[config.mk]
export PLATFORM = sky130hd
export DESIGN_NAME = prim_fifo_burst_reader
export DESIGN_NICKNAME = d
export VERILOG_FILES = /design/src/rtl/prim_fifo_burst_reader.sv
export SDC_FILE = /design/constraint.sdc
export NUM_CORES = 1
export LEC_CHECK = 0
export CORE_MARGIN = 2
export CORE_UTILIZATION = 49
export DETAILED_ROUTE_END_ITERATION = 8
export GPL_ROUTABILITY_DRIVEN = 0
export GPL_TIMING_DRIVEN = 0
export PLACE_DENSITY = 0.82
export SLEW_MARGIN = 5
export SYNTH_ARGS = -nofsm -noshare
export SYNTH_HDL_FRONTEND = slang
export SYNTH_SLANG_ARGS = --single-unit
[constraint.sdc]
create_clock -name clk_i -period 4.8 [get_ports clk_i]
set_input_delay 0.96 -clock clk_i [delete_from_list [all_inputs] [get_ports clk_i]]
set_output_delay 0.96 -clock clk_i [all_outputs]
set_load 0.01 [all_outputs]
[src/rtl/prim_fifo_burst_reader.sv]
// prim_fifo_burst_reader: drains a valid/ready FIFO in bounded bursts.
// A burst starts when occupancy reaches a threshold or when a non-empty
// FIFO has waited long enough; popped words leave through a registered
// output stage tagged with first/last framing.
module prim_fifo_burst_reader #(
    parameter int unsigned Width    = 16,
    parameter int unsigned DepthW   = 3,
    parameter int unsigned MaxBurst = 4,
    parameter int unsigned TimeoutW = 8
) (
    input  logic                clk_i,
    input  logic                rst_i,
    input  logic                clr_i,
    input  logic                enable_i,
    input  logic [DepthW-1:0]   threshold_i,
    input  logic [TimeoutW-1:0] timeout_i,
    input  logic                fifo_rvalid_i,
    output logic                fifo_rready_o,
    input  logic [Width-1:0]    fifo_rdata_i,
    input  logic [DepthW-1:0]   fifo_depth_i,
    output logic                out_valid_o,
    input  logic                out_ready_i,
    output logic [Width-1:0]    out_data_o,
    output logic                out_first_o,
    output logic                out_last_o,
    output logic                busy_o
);

    localparam int unsigned FetchW = $clog2(MaxBurst + 1);
    // min() is evaluated wide enough to hold both the occupancy and the cap
    localparam int unsigned MinW   = (DepthW > FetchW) ? DepthW : FetchW;
    localparam logic [MinW-1:0] MaxBurstW = MinW'(MaxBurst);

    typedef enum logic {
        IDLE  = 1'b0,
        BURST = 1'b1
    } state_e;

    state_e              state_q,      state_d;
    logic [FetchW-1:0]   fetch_left_q, fetch_left_d;
    logic [TimeoutW-1:0] timer_q,      timer_d;
    logic                first_pend_q, first_pend_d;
    logic                out_valid_q,  out_valid_d;
    logic [Width-1:0]    out_data_q,   out_data_d;
    logic                out_first_q,  out_first_d;
    logic                out_last_q,   out_last_d;

    logic            depth_nz;
    logic            thr_hit;
    logic            to_hit;
    logic            start;
    logic [MinW-1:0] depth_ext;
    logic [MinW-1:0] burst_len;
    logic            pop_ready;
    logic            pop;
    logic            accept;

    // Start decision: occupancy threshold or idle-wait timeout, each disabled by 0
    assign depth_nz  = (fifo_depth_i != '0);
    assign thr_hit   = (threshold_i != '0) && (fifo_depth_i >= threshold_i);
    assign to_hit    = (timeout_i != '0) && (timer_q >= timeout_i);
    assign start     = (state_q == IDLE) && enable_i && depth_nz && (thr_hit || to_hit);

    // Burst length is the current occupancy capped at MaxBurst
    assign depth_ext = MinW'(fifo_depth_i);
    assign burst_len = (depth_ext < MaxBurstW) ? depth_ext : MaxBurstW;

    // Pop only when the output register is free or draining this cycle;
    // a clear (or reset) in the same cycle suppresses the pop.
    assign pop_ready = (state_q == BURST) && (fetch_left_q != '0) &&
                       (!out_valid_q || out_ready_i) && !clr_i && !rst_i;
    assign pop       = fifo_rvalid_i && pop_ready;
    assign accept    = out_valid_q && out_ready_i;

    // Next-state logic for the FSM, counters and output register
    always_comb begin
        // NOTE: every _d defaults to its _q first, so no branch can leave a
        // signal unassigned and infer a latch.
        state_d      = state_q;
        fetch_left_d = fetch_left_q;
        timer_d      = timer_q;
        first_pend_d = first_pend_q;
        out_valid_d  = out_valid_q;
        out_data_d   = out_data_q;
        out_first_d  = out_first_q;
        out_last_d   = out_last_q;

        unique case (state_q)
            IDLE: begin
                if (start) begin
                    state_d      = BURST;
                    fetch_left_d = FetchW'(burst_len);
                    timer_d      = '0;
                    first_pend_d = 1'b1;
                end else if (enable_i && depth_nz) begin
                    // Saturate rather than wrap so a long wait never looks short
                    if (timer_q != '1) begin
                        timer_d = timer_q + 1'b1;
                    end
                end else begin
                    timer_d = '0;
                end
            end
            BURST: begin
                timer_d = '0;
                if (pop) begin
                    fetch_left_d = fetch_left_q - 1'b1;
                    first_pend_d = 1'b0;
                end
                // The last word leaving the output stage ends the burst
                if (accept && out_last_q) begin
                    state_d = IDLE;
                end
            end
            default: begin
                state_d = IDLE;
            end
        endcase

        // Output stage: load on pop, drop valid on accept, otherwise hold
        if (pop) begin
            out_valid_d = 1'b1;
            out_data_d  = fifo_rdata_i;
            out_first_d = first_pend_q;
            out_last_d  = (fetch_left_q == FetchW'(1));
        end else if (accept) begin
            out_valid_d = 1'b0;
        end

        // Soft clear returns everything to the reset state
        if (clr_i) begin
            state_d      = IDLE;
            fetch_left_d = '0;
            timer_d      = '0;
            first_pend_d = 1'b0;
            out_valid_d  = 1'b0;
            out_data_d   = '0;
            out_first_d  = 1'b0;
            out_last_d   = 1'b0;
        end
    end

    // State registers with synchronous active-high reset
    always_ff @(posedge clk_i) begin
        if (rst_i) begin
            state_q      <= IDLE;
            fetch_left_q <= '0;
            timer_q      <= '0;
            first_pend_q <= 1'b0;
            out_valid_q  <= 1'b0;
            out_data_q   <= '0;
            out_first_q  <= 1'b0;
            out_last_q   <= 1'b0;
        end else begin
            // NOTE: non-blocking assignments so every flop samples the
            // pre-edge values regardless of statement order.
            state_q      <= state_d;
            fetch_left_q <= fetch_left_d;
            timer_q      <= timer_d;
            first_pend_q <= first_pend_d;
            out_valid_q  <= out_valid_d;
            out_data_q   <= out_data_d;
            out_first_q  <= out_first_d;
            out_last_q   <= out_last_d;
        end
    end

    assign fifo_rready_o = pop_ready;
    assign out_valid_o   = out_valid_q;
    assign out_data_o    = out_data_q;
    assign out_first_o   = out_first_q;
    assign out_last_o    = out_last_q;
    assign busy_o        = (state_q == BURST);

endmodule

==> flow_results.org, run 1 <==
** Power
- Flop pwr share :: 49.7%
- Power share of the combinational group :: 12.5%
- Total power :: 0.000541 W
- Dividing total power by cell area gives a power density of 226 nW/um^2.
- Net switching is 23.0% of the power.
- Cell internal power was estimated by the tool at 0.000416 W.
- P_sw :: 0.000124 W
- Clk pwr share :: 37.8%
- Worst voltage drop across the vdd grid :: 0.258 mV
- Static Leakage :: 0.931 nW

** Cells and area
- Final-stage net count :: 327
- The number of antenna diodes in the final layout is 0.
- Leaving out fill and tap cells, the most frequent cell in the layout is sky130_fd_sc_hd__clkdlybuf4s50_1.
- Fraction of layout cells with a size suffix above 1 :: 4.33%
- Commonest cells after routing, fill and taps aside :: sky130_fd_sc_hd__clkdlybuf4s50_1, sky130_fd_sc_hd__nand2_1, sky130_fd_sc_hd__dfxtp_1, sky130_fd_sc_hd__a21oi_1, sky130_fd_sc_hd__inv_1
- Area added between synthesis and finish :: 40.8%
- Once layout is complete, the cells apart from fillers number 323.
- Counting the fill cells in the layout gives 278.

** Timing
- Clock tree skew after final layout :: 0.00935 ns
- Headroom to the max-slew limit came out at 61.0%.
- The final critical path takes up 78.4% of the cycle.
- Setup repair after global routing left no endpoint under its margin.
- After layout, the minimum clock period comes to 3.76 ns.
- Highest Clock Rate :: 266 MHz
- Setup slack closes at 1.04 ns.
- Final hold violation count :: 0
- Finish-stage setup viols :: 0
- In the final timing run, aggregate negative setup slack is 0 ns.
- On the final layout, the worst hold slack is 0.456 ns.
- At the pin with the least slew margin, the transition time is 0.583 ns.
- The number of pins with negative max-slew slack in the final report came to 0.

** CTS
- Clock Sink Count :: 32
- Clock network latency to the later pin of the worst-skew pair :: 0.34 ns
- Clock slew at the register clock pins of the worst setup and hold paths :: 0.10 ns
- Counting the buffers created by CTS gives 5.
- Post-cts resize count :: 0
- Max clock buf depth :: 2
- Number of levels the H-tree was split into :: 2
- TritonCTS built the clock tree.
- In this run, post-CTS hold repair placed 0 buffers.
- # Post-CTS Setup Buffers :: 0
- Buffer type at the clock tree root :: sky130_fd_sc_hd__clkbuf_4

** Critical path
- The most numerous cell type found on the critical path is sky130_fd_sc_hd__clkdlybuf4s50_1.
- The critical path is of the input pin to primary output type.
- The critical path goes through clkdlybuf4s50_1 > or2_2 > clkbuf_1 > nor3_1 > clkdlybuf4s50_1.
- Endpoint type of the worst setup path :: primary output
- In this run the worst path has a maximum fanout of 10.
- Largest delay contributor family on the critical path :: buffers and inverters
- Maximum single-stage delay on the critical path :: 0.58 ns
- Arrival time at the worst endpoint :: 2.80 ns
- Slowest library cell on the worst path :: sky130_fd_sc_hd__clkdlybuf4s50_1
- STA classifies the critical path startpoint as an input pin.
- Counting both buffers and inverters, the worst setup path holds a total of 3.
- Crit path required time :: 3.84 ns

** Logic synthesis
- Synthesized area divided by synthesized cell count :: 7.99 um^2
- For this run, the number of Yosys warnings is 0.
- Number of library cell types mapped by synthesis :: 36
- Count of mapped cells out of synthesis :: 213
- Net count after synthesis :: 264
- Top-area cell type share of the netlist area :: 37.6%
- Sequential elements use 37.6% of the synthesized area.
- For this run, the leading register cell type out of synthesis is sky130_fd_sc_hd__dfxtp_1.
- Cell accounting for the most synthesized area :: sky130_fd_sc_hd__dfxtp_1
- After synthesis, the share of flip-flops with an asynchronous set or reset is 0%.
- In the post-synthesis netlist, the biggest area contributors are sky130_fd_sc_hd__dfxtp_1, sky130_fd_sc_hd__ha_1, sky130_fd_sc_hd__nand2_1, sky130_fd_sc_hd__a21oi_1, sky130_fd_sc_hd__inv_1.
- The synthesized design contains 32 register bits.
- Number of flops mapped to enable cells by yosys :: 0
- The mapped netlist covers 1700 um^2.

** Detailed routing
- For this run, the detailed router's first-pass iteration total came to 4.
- Routed len/inst :: 12.1 um
- In the routed design, unresolved DRC markers number 0.
- The routed layout has 1645 vias.
- Initial detailed-routing violation count :: 57
- Aggregate routed wire length :: 3.91 mm
- Number of nets with antenna violations after detailed routing :: 0
- Via density :: 5.09

** Floorplanning
- Total core area :: 3340 um^2
- Full die area :: 3960 um^2
- 57 I/O pins were placed.
- Die extent in x :: 62.9 um
- Starting Density :: 51.0%
- FP Rows :: 21
- The die is 62.9 um tall.

** Place
- Port Buffer Count :: 56
- Setup slack after placement :: 1.08 ns
- Detail Placement HPWL :: 2.94 mm
- Post-placement cell count :: 315

** Flow run
- Count of max-cap constraint violations :: 0

** Global route
- Aggregate global routing overflow :: 0
- The number of antenna violations at the first check in global routing was 0.
- Entering global routing, the biggest net connects 11 pins.
- The via count of the first global-routing pass was 1590.
- The first global-routing pass estimated 6.75 mm of wire.
- Total global-route track usage :: 21.4%

** Run status
- Outcome :: completed

** Min path
- The min-delay analysis places its worst path in the category flop to flop.
==> worst min-delay path: cells and delay by family, from the launching register on <==
kind               cells  cell delay, ns
DFF                    1            0.32
and+or+nand+nor        1            0.05
AOI/OAI and AO/OA      1            0.05
==> registers in the layout, indices dropped and copies added, names as in the netlist <==
| name | count |
|---|---|
| first_pend_q | 1 |
| out_first_o | 1 |
| busy_o | 1 |
| timer_q | 8 |
| out_valid_o | 1 |
| out_data_o | 16 |
| out_last_o | 1 |
| fetch_left_q | 3 |
==> area by class of cell <==
type	count	area, um^2	share of cell area [%]
plain buffers	8	37.5	1.57
well taps	46	57.6	2.40
flip-flops and latches	32	641	26.7
multi-input cells	156	960	40.1
repair buffers	56	561	23.4
clock buffers	6	41.3	1.72
inverters	17	63.8	2.66
clock inverters	2	35.0	1.46
==> cell usage after synthesis, drive strengths merged, types with 2 or more instances <==
| library cell | n |
|---|---|
| nor2 | 11 |
| nand2 | 42 |
| nand4 | 5 |
| o2111ai | 2 |
| nand3 | 6 |
| and2 | 2 |
| or3 | 2 |
| mux2i | 2 |
| xnor2 | 2 |
| a31oi | 3 |
| a211oi | 2 |
| a21oi | 24 |
| o21ai | 8 |
| dfxtp | 32 |
| ha | 15 |
| nor3 | 2 |
| buf | 2 |
| nand2b | 3 |
| xor2 | 2 |
| and3 | 4 |
| nor2b | 3 |
| clkbuf | 6 |
| o21a | 2 |
| o211ai | 3 |
| nor4 | 3 |
| inv | 17 |
==> worst paths after layout <==
kind / startpoint / end / slack (ns) / cells after the start
setup / recovery: clr_i / fifo_rready_o / 1.04 / 5
hold / removal: out_data_o[8]$_SDFFE_PP0P_ / out_data_o[8]$_SDFFE_PP0P_ / 0.46 / 2
setup reg to reg: timer_q[0]$_SDFFE_PP0P_ / timer_q[2]$_SDFFE_PP0P_ / 2.52 / 8
hold reg to reg: out_data_o[8]$_SDFFE_PP0P_ / out_data_o[8]$_SDFFE_PP0P_ / 0.46 / 2
==> layer usage <==
layer,GRT usage (%),up-vias,wire length [um]
li1,-,870,-
met1,24.6,729,1670
met2,36.0,41,1970
met3,7.21,5,209
met4,9.17,0,58
met5,0,-,0
==> power groups by stage <==
stage                     Combinational (W)  Clock, W  Sequential, W
after global routing              0.0000748  0.000222       0.000269
final                             0.0000676  0.000205       0.000269
after floorplan                   0.0000288         0       0.000275
after global placement            0.0000659         0       0.000275
after CTS                         0.0000676  0.000206       0.000269
after detailed placement          0.0000671         0       0.000275
==> cell families after synthesis <==
logic type | share of synthesized area [%]
XOR/XNOR | 2.06
flip-flops | 37.6
adder cells (fa/ha/maj) | 11.0
buffers and inverters | 5.96
AO/OA/AOI/OAI | 18.8
AND/OR/NAND/NOR | 23.4
multiplexers | 1.18
==> per-stage QoR <==
step / cell area (um^2) / utilization, %
2_1_floorplan: 1700 / -
3_3_place_gp: 2320 / 69.5
3_5_place_dp: 2320 / 69.5
4_1_cts: 2400 / 71.8
5_1_grt: 2400 / 71.8
6_report: 2400 / 71.8
Note: power is estimated with default switching activity, not from simulation.
==> run 2, diff against run 1 <==
--- a/config.mk
+++ b/config.mk
@@ -6,11 +6,11 @@
 export NUM_CORES = 1
 export LEC_CHECK = 0
 export CORE_MARGIN = 2
-export CORE_UTILIZATION = 49
+export CORE_UTILIZATION = 45
 export DETAILED_ROUTE_END_ITERATION = 8
 export GPL_ROUTABILITY_DRIVEN = 0
 export GPL_TIMING_DRIVEN = 0
-export PLACE_DENSITY = 0.82
+export PLACE_DENSITY = 0.76
 export SLEW_MARGIN = 5
 export SYNTH_ARGS = -nofsm -noshare
 export SYNTH_HDL_FRONTEND = slang
==> constraint.sdc (replaced) <==
create_clock -name clk_i -period 3.74 [get_ports clk_i]
set_input_delay 0.748 -clock clk_i [delete_from_list [all_inputs] [get_ports clk_i]]
set_output_delay 0.748 -clock clk_i [all_outputs]
set_load 0.01 [all_outputs]
==> flow_results.org, run 2 (synthesis gave the netlist of run 1 again) <==
** Cells and area
- Commonest non-fill, non-tap cell in the layout :: sky130_fd_sc_hd__clkdlybuf4s50_1
- The count of inserted antenna diode cells is 0 (unchanged).
- In the layout the commonest cells are sky130_fd_sc_hd__clkdlybuf4s50_1, sky130_fd_sc_hd__nand2_1, sky130_fd_sc_hd__dfxtp_1, sky130_fd_sc_hd__a21oi_1, sky130_fd_sc_hd__inv_1.
- From synthesis to final layout, the design area changed by 42.1%.
- The net count of the finished layout was 327 (unchanged).
- The count of placed standard cells in the final layout, fillers left out was 324 (+0.31%).
- The utilization after layout was 66.1% (-5.7 points).
- The share of post-route cells with drive strength above 1 was 4.35% (+0.016 points).
- Number of flip-flops in the largest register :: 16 (unchanged)

** Timing
- Final max-slew violation count :: 0 (unchanged)
- Final Cycle Share :: 87.5%
- Slew @ Worst Pin :: 0.610 ns (+0.0267 ns)
- Setup repair after global routing left no endpoint under its margin.
- The total setup violations reported at the end of the flow is 0 (unchanged).
- For this run, the top clock speed supported by timing is 306 MHz.
- Final critical delay including setup and external delays :: 3.27 ns
- Setup TNS :: 0 ns (unchanged)
- The worst hold slack across all endpoints was 0.454 ns (-0.00194 ns).
- The final hold violation count came to 0 (unchanged).
- Headroom to the max-slew limit :: 59.2% (-1.8 points)
- The worst clock skew on the final layout came to 0.00315 ns (-0.00619 ns).

** Critical path
- Largest delay contributor family on the critical path :: buffers and inverters
- Critical path depth in cells :: 5 (unchanged)
- The critical path is of the input pin to primary output type.
- The depth of the most critical reg-to-reg path is 8 (unchanged).
- The top fanout value on the critical path is 10 (unchanged).
- STA classifies the critical path endpoint as a primary output.
- Crit path required time :: 2.99 ns (-0.85 ns)
- Combined buffer and inverter count along the critical path :: 3 (unchanged)
- By instance count, the cell type seen most on the critical path is sky130_fd_sc_hd__clkdlybuf4s50_1.
- Maximum single-stage delay on the critical path :: 0.58 ns (about the same)
- For this design, the slowest cell found on the critical path is sky130_fd_sc_hd__clkdlybuf4s50_1.
- The worst setup path is launched from an input pin.
- The worst endpoint data arrival time was 2.52 ns (-0.28 ns).
- The critical path goes through clkdlybuf4s50_1 > or2_2 > clkbuf_1 > nor3_1 > clkdlybuf4s50_1.

** Global route
- The aggregate global-route resource usage was 18.3% (-3.1 points).
- The met3 usage in global routing came to 4.97% (-2.2 points).
- In this run the most used layer during global routing was met2.
- The via count of the first global-routing pass was 1359 (-15%).
- The total grt overflow came to 0 (unchanged).
- Number of antenna violations at the first check in global routing :: 0 (unchanged)
- The largest net degree at the start of global routing was 11 (unchanged).
- The met1 usage is 22.3% (-2.4 points).
- First-pass GRT wire length :: 6.03 mm (-11%)
- The global-route met2 utilization came to 31.1% (-4.9 points).

** Place
- Post-placement cell count :: 317 (+0.63%)
- Port Buffer Count :: 56 (unchanged)
- Detail Placement HPWL :: 2.85 mm (-3.0%)

** Min path
- The cell depth of the worst hold path is 2 (unchanged).
- The tightest min-delay check is of the flop to flop type.

** Detailed routing
- The detail-routed via count per cell is 5.07 (-0.37%).
- The initial DRC count was 70 (+23%).
- Number of DRC violations after detailed routing :: 0 (unchanged)
- Routed len/inst :: 11.8 um (-2.8%)
- The detailed-route via count is 1644 (-0.061%).
- The number of nets still failing antenna checks after routing was 0 (unchanged).
- Aggregate routed wire length :: 3.81 mm (-2.5%)
- Number of search-and-repair iterations in the first detailed-routing pass :: 5 (+1)

** Floorplanning
- Total core area :: 3660 um^2 (+9.7%)
- Starting Density :: 46.5% (-4.5 points)
- The chip height came to 65.5 um (+4.1%).
- Full die area :: 4290 um^2 (+8.3%)
- I/O pin cnt :: 57 (unchanged)
- The die width was 65.5 um (+4.1%).
- The number of rows in the core area is 22 (+4.8%).

** Flow run
- The max-capacitance violation count came to 0 (unchanged).

** CTS
- The insertion delay to the later sink of the worst-skew pair was 0.28 ns (-0.06 ns).
- TritonCTS built the clock tree.
- The number of buffers created by CTS is 5 (unchanged).
- The number of clock sinks is 32 (unchanged).
- # Post-CTS Setup Buffers :: 0 (unchanged)
- The clock tree buffer depth came to 2 (unchanged).
- The quantity of gates resized following cts was 0 (unchanged).
- Number of levels the H-tree was split into :: 2 (unchanged)
- The tree is rooted in a sky130_fd_sc_hd__clkbuf_8.
- The clock-pin slew of the registers on the worst-case setup and hold paths is 0.06 ns (-0.04 ns).
- The hold buffer count at cts is 0 (unchanged).

** Power
- Static Leakage :: 0.939 nW (+0.87%)
- The power density over cell area came to 296 nW/um^2 (+31%).
- Total power :: 0.000716 W (+32%)
- The maximum vdd ir drop was 0.218 mV (-16%).

** Run status
- The flow ran to the end, and the final reports show no timing, DRC or antenna violations.
==> run 2: changes by cell type in the layout (fill, tap and decap cells not counted), sizes merged <==
cell / previous run / this run
bufinv: 1 / 0
clkbuf: 12 / 13
clkinv: 1 / 0
==> run 2: area by class of cell <==
class	instances	area, um^2
fillers	334	1240
multi-input cells	156	960
flip-flops and latches	32	641
repair buffers	56	561
clock buffers	7	96.3
inverters	17	63.8
well taps	48	60.1
plain buffers	8	37.5
==> run 2: worst register-to-register path, stage by stage (launching register included) <==
cell and delay (ns):
sky130_fd_sc_hd__dfxtp_1 0.38, sky130_fd_sc_hd__inv_1 0.06, sky130_fd_sc_hd__ha_1 0.26, sky130_fd_sc_hd__nand2b_4 0.13, sky130_fd_sc_hd__a2111o_1 0.41, sky130_fd_sc_hd__a32o_1 0.30, sky130_fd_sc_hd__or3_1 0.37, sky130_fd_sc_hd__buf_6 0.15
sky130_fd_sc_hd__a211oi_2 0.13
==> run 2: power breakdown <==
part,switching [W],total (W),internal (W),leakage [nW]
clock network,0.000121,0.000285,0.000164,0.0503
registers,0.00000188,0.000345,0.000343,0.258
logic,0.0000346,0.0000861,0.0000515,0.631
==> run 2: layer usage <==
layer / share of wire, % / vias up
met3: 5.2 / 2
met2: 49 / 34
li1: - / 864
met5: 0 / -
met4: 0.63 / 0
met1: 45 / 744
==> run 2: worst paths after layout <==
| path | from | to | slack, ns |
|---|---|---|---|
| worst max register to register | timer_q[0]$_SDFFE_PP0P_ | timer_q[2]$_SDFFE_PP0P_ | 1.47 |
| worst min register to register | out_data_o[10]$_SDFFE_PP0P_ | out_data_o[10]$_SDFFE_PP0P_ | 0.45 |
| worst max-delay path | clr_i | fifo_rready_o | 0.47 |
| worst min-delay path | out_data_o[10]$_SDFFE_PP0P_ | out_data_o[10]$_SDFFE_PP0P_ | 0.45 |
==> run 2: per-stage QoR <==
stage	setup WS (ns)	cell area (um^2)
6_report	0.467	2420
5_1_grt	0.316	2420
4_1_cts	0.444	2420
3_5_place_dp	0.466	2320
3_3_place_gp	0.460	2320
2_1_floorplan	1.24	1700
==> run 3, diff against run 2 <==
--- a/config.mk
+++ b/config.mk
@@ -5,11 +5,11 @@
 export SDC_FILE = /design/constraint.sdc
 export NUM_CORES = 1
 export LEC_CHECK = 0
+export ABC_AREA = 1
 export CORE_MARGIN = 2
 export CORE_UTILIZATION = 45
 export DETAILED_ROUTE_END_ITERATION = 8
 export GPL_ROUTABILITY_DRIVEN = 0
-export GPL_TIMING_DRIVEN = 0
 export PLACE_DENSITY = 0.76
 export SLEW_MARGIN = 5
 export SYNTH_ARGS = -nofsm -noshare
==> flow_results.org, run 3 <==
** Run status
- The flow ran to the end, and the final reports show no timing, DRC or antenna violations.

** CTS
- TritonCTS built the clock tree.
- Number of buffers inserted during clock tree synthesis :: 5 (unchanged)
- # Post-CTS Setup Buffers :: 0 (unchanged)
- The cell sitting at the root of the clock tree is a sky130_fd_sc_hd__clkbuf_8.
- The hold buffer count at cts came to 0 (unchanged).
- The clock tree buffer depth was 2 (unchanged).
- Clock slew at the register clock pins of the worst setup and hold paths :: 0.07 ns (about the same)
- The insertion delay to the later sink of the worst-skew pair came to 0.28 ns (about the same).
- Post-cts resize count :: 0 (unchanged)
- Number of levels the H-tree was split into :: 2 (unchanged)
- Clock Sink Count :: 32 (unchanged)

** Logic synthesis
- The most common cell in the synthesized netlist is sky130_fd_sc_hd__nor2_1.
- Synthesized area divided by synthesized cell count :: 7.28 um^2 (-8.9%)
- The share of flip-flops with an asynchronous set or reset after synthesis was 0% (unchanged).
- Ranked by instance count, the synthesized netlist is headed by sky130_fd_sc_hd__nor2_1, sky130_fd_sc_hd__dfxtp_1, sky130_fd_sc_hd__nand2_1.
- Cell accounting for the most synthesized area :: sky130_fd_sc_hd__dfxtp_1
- The synthesis-stage register bit count was 32 (unchanged).
- The net count after synthesis came to 280 (+6.1%).
- The sequential area share after synthesis was 38.4% (+0.79 points).
- Cells taking the most area after synthesis :: sky130_fd_sc_hd__dfxtp_1, sky130_fd_sc_hd__nor2_1, sky130_fd_sc_hd__ha_1, sky130_fd_sc_hd__nand2_1, sky130_fd_sc_hd__inv_1
- Post-synthesis instance area :: 1670 um^2 (-2.1%)
- Count of mapped cells out of synthesis :: 229 (+7.5%)
- The number of flops mapped to enable cells by yosys came to 0 (unchanged).
- Total number of yosys warnings :: 0 (unchanged)
- Top-area cell type share of the netlist area :: 38.4% (+0.79 points)
- The distinct cell type count of the synthesized netlist is 26 (-28%).
- Prevailing post-synth register cell :: sky130_fd_sc_hd__dfxtp_1

** Detailed routing
- The detailed-route via count came to 1569 (-4.6%).
- Routed len/inst :: 10.8 um (-8.1%)
- The total routed wirelength is 3.64 mm (-4.4%).
- The initial DRC count came to 79 (+13%).
- The number of nets still failing antenna checks after routing is 0 (unchanged).
- Number of search-and-repair iterations in the first detailed-routing pass :: 5 (unchanged)
- Via density :: 4.66 (-8.2%)
- The remaining design rule violation count came to 0 (unchanged).

** Cells and area
- Commonest non-fill, non-tap cell in the layout :: sky130_fd_sc_hd__clkdlybuf4s50_1
- The top cell types in the final layout, fill and taps aside, are sky130_fd_sc_hd__clkdlybuf4s50_1, sky130_fd_sc_hd__nor2_1, sky130_fd_sc_hd__dfxtp_1, sky130_fd_sc_hd__nand2_1, sky130_fd_sc_hd__inv_1.
- Final Non-Filler Cells :: 337 (+4.0%)
- Area added between synthesis and finish :: 40.9%
- The number of flip-flops in the largest register came to 16 (unchanged).
- The share of post-route cells with drive strength above 1 was 6.92% (+2.6 points).
- Final-stage net count :: 339 (+3.7%)
- The count of inserted antenna diode cells was 0 (unchanged).
- Post-route design area :: 2350 um^2 (-2.9%)

** Power
- The leakage power figure is 0.947 nW (+0.79%).
- The power density over cell area came to 304 nW/um^2 (+2.8%).
- The maximum vdd ir drop came to 0.195 mV (-10%).
- Total power :: 0.000715 W (-0.16%)

** Place
- Post-placement cell count :: 329 (+3.8%)
- Port Buffer Count :: 56 (unchanged)
- Detail Placement HPWL :: 2.65 mm (-6.9%)
- Post-DP Area :: 2260 um^2 (-2.9%)

** Global route
- First-pass GRT wire length :: 6.20 mm (+2.9%)
- The largest net degree at the start of global routing came to 25 (+14).
- In this run the most used layer during global routing was met2.
- The total grt overflow was 0 (unchanged).
- Vias in the first global route :: 1480 (+8.9%)
- Met1 Resource Use GR :: 23.1% (+0.87 points)
- Number of antenna violations at the first check in global routing :: 0 (unchanged)
- GRT met2 Usage :: 29.9% (-1.2 points)
- The met3 usage in global routing came to 5.90% (+0.94 points).
- The aggregate global-route resource usage came to 18.7% (+0.41 points).

** Min path
- Worst hold-check path type :: flop to flop

** Critical path
- The setup slack of the worst register-to-register path was 1.91 ns (+0.44 ns).
- The worst setup path is captured at a primary output.
- The critical path starts at clr_i.
- Following the worst setup path forward leads to its endpoint at fifo_rready_o.
- Reg-to-reg critical path endpoint :: out_last_o$_SDFFE_PP0P_
- The worst setup path is launched from an input pin.
- Start-to-end type of the worst setup path :: input pin to primary output
- The startpoint identified for the worst register-to-register timing path is fetch_left_q[0]$_SDFFE_PP0P_.
- The depth of the most critical reg-to-reg path came to 8 (unchanged).
- Crit path required time :: 2.99 ns (about the same)
- The top fanout value on the critical path is 3 (-7).
- Arrival time at the worst endpoint :: 2.29 ns (-0.23 ns)

** Floorplanning
- Y dimension of the die :: 64.9 um (-0.98%)
- I/O pin cnt :: 57 (unchanged)
- The die outline area is 4210 um^2 (-1.9%).
- The initial standard-cell utilization of the core is 46.2% (-0.26 points).
- The die width came to 64.9 um (-0.98%).
- The core footprint came to 3610 um^2 (-1.5%).
- The number of rows in the core area was 22 (unchanged).

** Timing
- Final hold violation count :: 0 (unchanged)
- Setup TNS :: 0 ns (unchanged)
- Slew @ Worst Pin :: 0.382 ns (-0.228 ns)
- Headroom to the max-slew limit :: 74.4% (+15 points)
- Unrepaired setup endpoints after global routing :: false
- The number of pins with negative max-slew slack in the final report was 0 (unchanged).
- The minimum period implied by the final worst setup slack came to 3.04 ns (-0.233 ns).
- Worst hold margin :: 0.457 ns (+0.00247 ns)
- The total setup violations reported at the end of the flow was 0 (unchanged).
- The share of the clock period used by the worst path came to 81.3% (-6.2 points).
- Highest Clock Rate :: 329 MHz (+7.7%)
- The worst clock skew on the final layout was 0.00480 ns (+0.00165 ns).

** Flow run
- The max-capacitance violation count came to 0 (unchanged).
==> run 3: cell count changes in the layout (fill, tap and decap cells not counted), sizes merged, moves of 4 or more <==
cell,delta
o21ai,+16
and3,-4
a21oi,-11
clkbuf,-7
inv,+11
nor2,+43
nand3,+4
nand2,-11
==> run 3: how the worst min path moves through the flow <==
stage                     slack (ns)  cells after the start                      start                        to
final                           0.46                      2  first_pend_q$_SDFFE_PP0P_  out_first_o$_SDFFE_PP0P_
after global routing            0.48                      2  first_pend_q$_SDFFE_PP0P_  out_first_o$_SDFFE_PP0P_
after CTS                       0.46                      2  first_pend_q$_SDFFE_PP0P_  out_first_o$_SDFFE_PP0P_
after detailed placement        0.45                      2  first_pend_q$_SDFFE_PP0P_  out_first_o$_SDFFE_PP0P_
after global placement          0.45                      2  first_pend_q$_SDFFE_PP0P_  out_first_o$_SDFFE_PP0P_
after floorplan                 0.44                      2  first_pend_q$_SDFFE_PP0P_  out_first_o$_SDFFE_PP0P_
==> run 3: worst max-delay path: stages <==
cell and delay, ns:
sky130_fd_sc_hd__clkdlybuf4s50_1 0.40, sky130_fd_sc_hd__or2_4 0.27, sky130_fd_sc_hd__clkinv_2 0.06, sky130_fd_sc_hd__nand2_2 0.05, sky130_fd_sc_hd__a211oi_4 0.19, sky130_fd_sc_hd__clkdlybuf4s50_1 0.57
==> run 3: cells by family (layout without fill, tap and decap cells) <==
group | Yosys count | in the layout | share of synthesized area (%)
buffers and inverters | 35 | 95 | 9.38
adders and majority gates | 15 | 15 | 11.3
xor gates and xnor gates | 2 | 2 | 1.05
and+or+nand+nor | 103 | 103 | 25.3
DFF | 32 | 32 | 38.4
AOI/OAI and AO/OA | 42 | 42 | 14.6
==> run 3: final cells by class <==
type	instances	area, um^2
Inverter	29	110
Fill cell	323	1260
Clock inverter	2	10.0
Clock buffer	6	82.6
Sequential cell	32	641
Timing Repair Buffer	58	576
Multi-Input combinational cell	162	870
Tap cell	48	60.1
==> run 3: through the flow <==
step | setup slack, ns | util [%]
after CTS | 0.699 | 65.1
after global placement | 0.707 | 62.6
final | 0.700 | 65.1
after detailed placement | 0.717 | 62.6
after floorplan | 1.65 | -
after global routing | 0.612 | 65.1
==> run 3: routing by layer <==
layer  up-vias  wire length [um]
li1        857                 -
met4         0                37
met5         -                 0
met2        45              1660
met1       662              1740
met3         5               200
==> run 3: power breakdown <==
part | switching, W | internal [W]
clock network | 0.000128 | 0.000147
registers | 0.00000272 | 0.000344
logic | 0.0000399 | 0.0000531
